### src/rtl/ir_pkg.sv
// Shared types for NEC IR consumers: event kinds, event record and the default key-release timeout.
package ir_pkg;

    typedef enum logic [1:0] {
        EvPress   = 2'd0,
        EvRepeat  = 2'd1,
        EvRelease = 2'd2
    } ev_kind_t;

    typedef struct packed {
        ev_kind_t    kind;
        logic [15:0] addr;
        logic [7:0]  code;
    } ir_event_t;

    // 120 ms frame gap at the 25 MHz board clock.
    localparam int unsigned NEC_TIMEOUT_25MHZ = 3_000_000;

    function automatic logic nec_ok(logic [31:0] f, logic ext_addr);
        return (f[31:24] == ~f[23:16]) && (ext_addr || (f[15:8] == ~f[7:0]));
    endfunction

endpackage

### src/rtl/ir_event_fifo.sv
// Synchronous event FIFO with a registered head; a pop frees space for a same-cycle push when full.
module ir_event_fifo
    import ir_pkg::*;
#(
    parameter int unsigned DEPTH = 4
) (
    input  logic      clk,
    input  logic      rst,
    input  logic      push,
    input  ir_event_t push_data,
    output logic      full,
    input  logic      pop,
    output logic      valid,
    output ir_event_t head
);

    localparam int unsigned AW = (DEPTH > 1) ? $clog2(DEPTH) : 1;
    localparam logic [AW:0] FULL_CNT = (AW + 1)'(DEPTH);

    ir_event_t     mem [DEPTH];
    logic [AW-1:0] rd_ptr, wr_ptr, rd_ptr_d, wr_ptr_d;
    logic [AW:0]   count, count_d;
    logic          do_push, do_pop;
    ir_event_t     head_d;

    assign full = (count == FULL_CNT);

    always_comb begin
        do_pop   = pop && (count != '0);
        do_push  = push && (!full || do_pop);
        rd_ptr_d = do_pop ? rd_ptr + AW'(1) : rd_ptr;
        wr_ptr_d = do_push ? wr_ptr + AW'(1) : wr_ptr;
        count_d  = count + (AW + 1)'(do_push) - (AW + 1)'(do_pop);
        head_d   = '0;
        if (count_d != '0) begin
            // The new head slot is being written this cycle only when the queue was drained empty.
            if (do_push && (rd_ptr_d == wr_ptr)) head_d = push_data;
            else                                 head_d = mem[rd_ptr_d];
        end
    end

    always_ff @(posedge clk) begin
        if (do_push) mem[wr_ptr] <= push_data;
    end

    always_ff @(posedge clk) begin
        if (rst) begin
            rd_ptr <= '0;
            wr_ptr <= '0;
            count  <= '0;
            valid  <= 1'b0;
            head   <= '0;
        end else begin
            rd_ptr <= rd_ptr_d;
            wr_ptr <= wr_ptr_d;
            count  <= count_d;
            valid  <= (count_d != '0);
            head   <= head_d;
        end
    end

endmodule

### src/rtl/ir_key_events.sv
// Turns decoded NEC frames into PRESS/REPEAT/RELEASE key events with hold tracking and a
// frame-gap release timeout; bad frames and FIFO overflow drops are counted.
module ir_key_events
    import ir_pkg::*;
#(
    parameter int unsigned TIMEOUT_CYCLES = NEC_TIMEOUT_25MHZ,
    parameter bit          REPEAT_EN      = 1'b1,
    parameter bit          EXT_ADDR       = 1'b0,
    parameter int unsigned FIFO_DEPTH     = 4
) (
    input  logic        clk,
    input  logic        rst,
    input  logic        frame_ready,
    input  logic [31:0] frame,
    output logic        ev_valid,
    input  logic        ev_ready,
    output logic [1:0]  ev_kind,
    output logic [15:0] ev_addr,
    output logic [7:0]  ev_code,
    output logic        key_held,
    output logic [7:0]  err_count,
    output logic [7:0]  drop_count
);

    localparam int unsigned TW = $clog2(TIMEOUT_CYCLES + 1);
    localparam logic [TW-1:0] TIMER_LOAD = TW'(TIMEOUT_CYCLES - 1);

    typedef enum logic [0:0] {StIdle, StHeld} state_e;

    state_e      state;
    logic [TW-1:0] timer;
    logic [31:0] s1_frame;
    logic        s1_valid, s1_ok;
    logic        pend_valid;
    ir_event_t   pend_ev;
    logic [15:0] held_addr;
    logic [7:0]  held_code;

    logic [15:0] f_addr;
    logic [7:0]  f_code;
    logic        same_key, take, expire, push, fifo_full, fifo_drop;
    ir_event_t   push_ev, fifo_head;

    always_comb begin
        f_addr   = EXT_ADDR ? s1_frame[15:0] : {8'h00, s1_frame[7:0]};
        f_code   = s1_frame[23:16];
        same_key = (f_addr == held_addr) && (f_code == held_code);
        // A pending PRESS owns the push slot; the stage-1 frame waits in place.
        take     = s1_valid && !pend_valid;
        expire   = (state == StHeld) && (timer == '0) && !pend_valid && !(s1_valid && s1_ok);
        push     = 1'b0;
        push_ev  = '{kind: EvPress, addr: f_addr, code: f_code};
        if (pend_valid) begin
            push    = 1'b1;
            push_ev = pend_ev;
        end else if (take && s1_ok) begin
            if (state == StIdle) begin
                push = 1'b1;
            end else if (!same_key) begin
                push    = 1'b1;
                push_ev = '{kind: EvRelease, addr: held_addr, code: held_code};
            end else begin
                push         = REPEAT_EN;
                push_ev.kind = EvRepeat;
            end
        end else if (expire) begin
            push    = 1'b1;
            push_ev = '{kind: EvRelease, addr: held_addr, code: held_code};
        end
    end

    assign fifo_drop = push && fifo_full && !(ev_valid && ev_ready);

    always_ff @(posedge clk) begin
        if (rst) begin
            state      <= StIdle;
            key_held   <= 1'b0;
            timer      <= '0;
            s1_frame   <= '0;
            s1_valid   <= 1'b0;
            s1_ok      <= 1'b0;
            pend_valid <= 1'b0;
            pend_ev    <= '0;
            held_addr  <= '0;
            held_code  <= '0;
            err_count  <= '0;
            drop_count <= '0;
        end else begin
            if (frame_ready) begin
                s1_frame <= frame;
                s1_ok    <= nec_ok(frame, EXT_ADDR);
                s1_valid <= 1'b1;
            end else if (take) begin
                s1_valid <= 1'b0;
            end
            if (take && !s1_ok && err_count != 8'hFF) err_count <= err_count + 8'd1;
            if (fifo_drop && drop_count != 8'hFF) drop_count <= drop_count + 8'd1;
            if (pend_valid) pend_valid <= 1'b0;

            if (take && s1_ok) begin
                held_addr <= f_addr;
                held_code <= f_code;
                timer     <= TIMER_LOAD;
                state     <= StHeld;
                key_held  <= 1'b1;
                if (state == StHeld && !same_key) begin
                    pend_valid <= 1'b1;
                    pend_ev    <= '{kind: EvPress, addr: f_addr, code: f_code};
                end
            end else if (expire) begin
                state    <= StIdle;
                key_held <= 1'b0;
            end else if (state == StHeld && timer != '0) begin
                timer <= timer - TW'(1);
            end
        end
    end

    ir_event_fifo #(
        .DEPTH(FIFO_DEPTH)
    ) u_fifo (
        .clk      (clk),
        .rst      (rst),
        .push     (push),
        .push_data(push_ev),
        .full     (fifo_full),
        .pop      (ev_ready),
        .valid    (ev_valid),
        .head     (fifo_head)
    );

    assign ev_kind = fifo_head.kind;
    assign ev_addr = fifo_head.addr;
    assign ev_code = fifo_head.code;

endmodule

### config.mk
export PLATFORM = sky130hd
export DESIGN_NAME = ir_key_events
export DESIGN_NICKNAME = d
export VERILOG_FILES = /design/src/rtl/ir_pkg.sv /design/src/rtl/ir_event_fifo.sv /design/src/rtl/ir_key_events.sv
export SDC_FILE = /design/constraint.sdc
export NUM_CORES = 1
export LEC_CHECK = 0
export CAP_MARGIN = 20
export CORE_MARGIN = 1.5
export CORE_UTILIZATION = 45
export CTS_CLUSTER_DIAMETER = 200
export DETAILED_ROUTE_END_ITERATION = 8
export MAX_ROUTING_LAYER = met4
export PLACE_DENSITY_LB_ADDON = 0.25
export SKIP_CTS_REPAIR_TIMING = 1
export SLEW_MARGIN = 10
export SYNTH_ARGS = -nofsm -noshare
export SYNTH_HDL_FRONTEND = slang
export SYNTH_HIERARCHICAL = 1
export SYNTH_SLANG_ARGS = --single-unit
export TNS_END_PERCENT = 50
### constraint.sdc
create_clock -name clk -period 5.3 [get_ports clk]
set_input_delay 1.59 -clock clk [delete_from_list [all_inputs] [get_ports clk]]
set_output_delay 1.59 -clock clk [all_outputs]
set_load 0.005 [all_outputs]
==> impl_metrics.py <==
metrics = {
    "power": {
        "irDropWorstVdd_uv": 208,
        "power_density_nw_per_um2": 375,
        "p_leak_nw": 4.48,
    },
    "min_path": {
        "worstHoldPathType": "reg -> reg",
        "timing.hold.worst_path_depth": 2,
        "min_delay_worst_endpoint": "pend_ev[3]",
        "min-delay-start": "pend_ev[3]",
    },
    "floorplanning": {
        "row_count": 56,
        "die_w_um": 157,
        "effective_utilization_at_floorplan_pct": 45.6,
        "floorplan.die_area_um2": 24700,
        "area_inside_the_core_boundary_um2": 23400,
        "io-pin-count": 80,
        "die_height_um": 157,
    },
    "clocking": {
        "clockRootBuffer": "sky130_fd_sc_hd__clkbuf_16",
        "cts_tree": "built",
        "cts.htree.levels": 1,
        "clock-sinks": 228,
        "clockBufferDepth": 3,
        "path_clk_slew_ps": 60,
        "clk-insertion-delay-late_ps": 510,
        "tritoncts.num_buffers": 25,
    },
    "worst_setup_path": {
        "r2r_setup_slack_ps": 1480,
        "endpoint_kind": "flip-flop",
        "crit_chain": "clkdlybuf4s50_1, nor2_1, o21ai_0, nand2_1, ha_1, fa_1, xor3_4, a21oi_2, nor4b_4, buf_4, o2bb2ai_1",
        "worst_path_largest_cell_delay_ps": 650,
        "worstSetupPathType": "in -> reg",
        "worstSetupStartpointType": "primary input",
        "r2r_start": "timer[10]",
        "slowest_cell_on_the_critical_path": "sky130_fd_sc_hd__clkdlybuf4s50_1",
        "timing.critical_path.required_ps": 5720,
        "worstReg2RegEnd": "u_fifo/head[6]",
        "r2r.worst_path.cells": 14,
        "cp.arrival_ps": 4520,
        "timing.critical_path.fanout_max": 26,
    },
    "place": {
        "dp_hpwl_um": 14400,
        "place_area_um2": 11800,
        "placedCellCount": 1380,
        "routabilityCongestion": 0.770,
        "place.port_buffers": 79,
    },
    "finish": {
        "antenna-diode-count": 0,
        "final_net_count": 1134,
        "fin_area_um2": 12600,
        "final_layout_size_suffix_gt1_share_pct": 9.30,
        "area_growth_pct": 18.0,
        "layoutNonFillerInstCount": 1426,
        "layout.core_utilization_pct": 53.8,
    },
    "synth": {
        "synth-async-reset-ratio_pct": 0,
        "synth_area_um2": 10700,
        "synth_flop_cell": "sky130_fd_sc_hd__dfxtp_1",
        "synth_seq_cells": 228,
        "ys_types": 66,
        "synth_top_cells_by_area": "sky130_fd_sc_hd__edfxtp_1 (29%), sky130_fd_sc_hd__dfxtp_1 (23%), sky130_fd_sc_hd__or3_1 (3.7%)",
        "synth_commonest_cells": "sky130_fd_sc_hd__dfxtp_1 (124), sky130_fd_sc_hd__edfxtp_1 (104), sky130_fd_sc_hd__or3_1 (63)",
        "ys.warnings.count": 6,
        "number_of_flops_mapped_to_enable_cells_by_yosys": 104,
        "post_synth.cell_area_avg_um2": 10.7,
        "yosysSeqAreaShare_pct": 52.5,
        "synth_cells": 999,
        "synth_largest_type_area_fraction_pct": 29.2,
        "post-synth-top-area-cell": "sky130_fd_sc_hd__edfxtp_1",
        "post-synth-top-count-cell": "sky130_fd_sc_hd__dfxtp_1",
    },
    "timing": {
        "timing.max_slew.rel_slack_pct": 32.0,
        "final_min_period_over_clock_period_pct": 77.2,
        "setup-violations-final": 0,
        "hold_ws_ps": 474,
        "max_slew.worst_pin.slew_ps": 1020,
        "final_period_minus_worst_setup_slack_ps": 4090,
        "timing_max_transition_violations_final": 0,
        "clock-skew-final_ps": 9.86,
        "report.final.hold_viol_count": 0,
        "maximum_clock_frequency_mhz": 244,
        "grt_setup_unrepaired": "false",
        "totalNegativeSetupSlack_ps": 0,
    },
    "status": {
        "run_status": "finished clean",
    },
    "flow_run": {
        "max_cap_violations": 0,
    },
    "grt": {
        "maximum_number_of_pins_on_one_net_before_global_route_repair": 81,
        "antenna_found_initial": 0,
        "grt_first_pass_wirelength_um": 39100,
        "grt_pass1_vias": 7580,
        "grt_util_all_layers_pct": 20.2,
        "globalRoute.totalOverflow": 0,
    },
    "route": {
        "via_count": 7941,
        "wl_um": 24000,
        "wl_per_cell_um": 16.8,
        "drcViolationCount": 0,
        "first_iter_violations": 567,
        "ant_nets": 0,
        "drt-vias-per-instance": 5.57,
        "detail_route.first_pass.iterations": 6,
    },
}
[cells in the final DEF, fill, tap and decap left out, types with 18 or more instances in the layout]
master	synthesis	final
sky130_fd_sc_hd__mux2i_1	18	18
sky130_fd_sc_hd__nor2b_1	21	21
sky130_fd_sc_hd__xor2_1	41	40
sky130_fd_sc_hd__or3_1	63	63
sky130_fd_sc_hd__o21ai_0	55	55
sky130_fd_sc_hd__o2bb2ai_1	25	25
sky130_fd_sc_hd__inv_1	27	27
sky130_fd_sc_hd__buf_4	2	18
sky130_fd_sc_hd__nor2_1	48	48
sky130_fd_sc_hd__nor3_1	31	31
sky130_fd_sc_hd__a21oi_1	49	49
sky130_fd_sc_hd__nand3_1	20	20
sky130_fd_sc_hd__mux2_2	29	29
sky130_fd_sc_hd__conb_1	1	40
sky130_fd_sc_hd__o2111ai_1	26	26
sky130_fd_sc_hd__nand2_1	46	46
sky130_fd_sc_hd__clkdlybuf4s50_1	0	78
sky130_fd_sc_hd__edfxtp_1	104	104
sky130_fd_sc_hd__nor3b_1	29	29
sky130_fd_sc_hd__dfxtp_1	124	122
sky130_fd_sc_hd__clkbuf_16	0	25
[worst max-delay path by stage]
stage          slack, ps        endpoint  startpoint  depth (start not counted)
3_3_place_gp         800  u_fifo/head[2]    ev_ready                         11
4_1_cts             1200  u_fifo/head[6]    ev_ready                         11
5_1_grt             1060  u_fifo/head[6]    ev_ready                         11
6_report            1210  u_fifo/head[6]    ev_ready                         11
3_5_place_dp         710  u_fifo/head[6]    ev_ready                         11
2_1_floorplan       1110  u_fifo/head[0]    ev_ready                         12
[logic make-up after synthesis]
kind of cell	Yosys count	synth area share [%]
simple gates	320	16.8
flops	228	52.5
buf+inv	102	4.15
mux	47	4.75
other cells	1	0.0351
xor+xnor	53	4.65
compound gates	239	16.0
fa+ha+maj	9	1.12
[metal layers]
layer | vias to the layer above | wire length (um) | GRT usage, %
li1 | 3903 | - | -
met4 | 0 | 345 | 5.35
met5 | - | 0 | -
met3 | 32 | 1000 | 2.67
met2 | 178 | 11200 | 32.2
met1 | 3828 | 11400 | 27.3
[power by group]
| part | total, mW | internal [mW] | switching (mW) |
|---|---|---|---|
| sequential | 2.08 | 1.94 | 0.131 |
| combinational | 1.04 | 0.484 | 0.553 |
| clock | 1.61 | 0.925 | 0.684 |
[cell type report]
class / count / area (um2)
fillers: 2087 / 10800
inverters: 27 / 101
multi-input cells: 708 / 4780
clock inverters: 16 / 108
clock buffers: 29 / 651
repair buffers: 99 / 951
flip-flops and latches: 228 / 5610
well taps: 319 / 399
[through the flow]
step           power, mW  worst slack (ps)
5_1_grt             4.96              1060
3_3_place_gp        3.12               802
2_1_floorplan       2.78              1110
3_5_place_dp        3.15               707
4_1_cts             4.77              1200
6_report            4.72              1210
[registers in the layout, summed over array words and instances, names as in the netlist]
| register | count |
|---|---|
| state | 1 |
| u_fifo/wr_ptr | 2 |
| timer | 22 |
| u_fifo/valid | 1 |
| u_fifo/mem | 104 |
| pend_ev | 16 |
| u_fifo/head | 26 |
| s1_frame | 16 |
| err_count | 8 |
| pend_valid | 1 |
| held_code | 8 |
| s1_ok | 1 |
| s1_valid | 1 |
| held_addr | 8 |
| u_fifo/rd_ptr | 2 |
| u_fifo/count | 3 |
| drop_count | 8 |
[critical path: cells and delay by family]
kind                     cells  cell delay (ps)
XOR/XNOR                     1              330
adder cells (fa/ha/maj)      2              560
AND/OR/NAND/NOR              3              400
AO/OA/AOI/OAI                3              620
buffers and inverters        2             1010
Note: power is estimated with default switching activity, not from simulation.
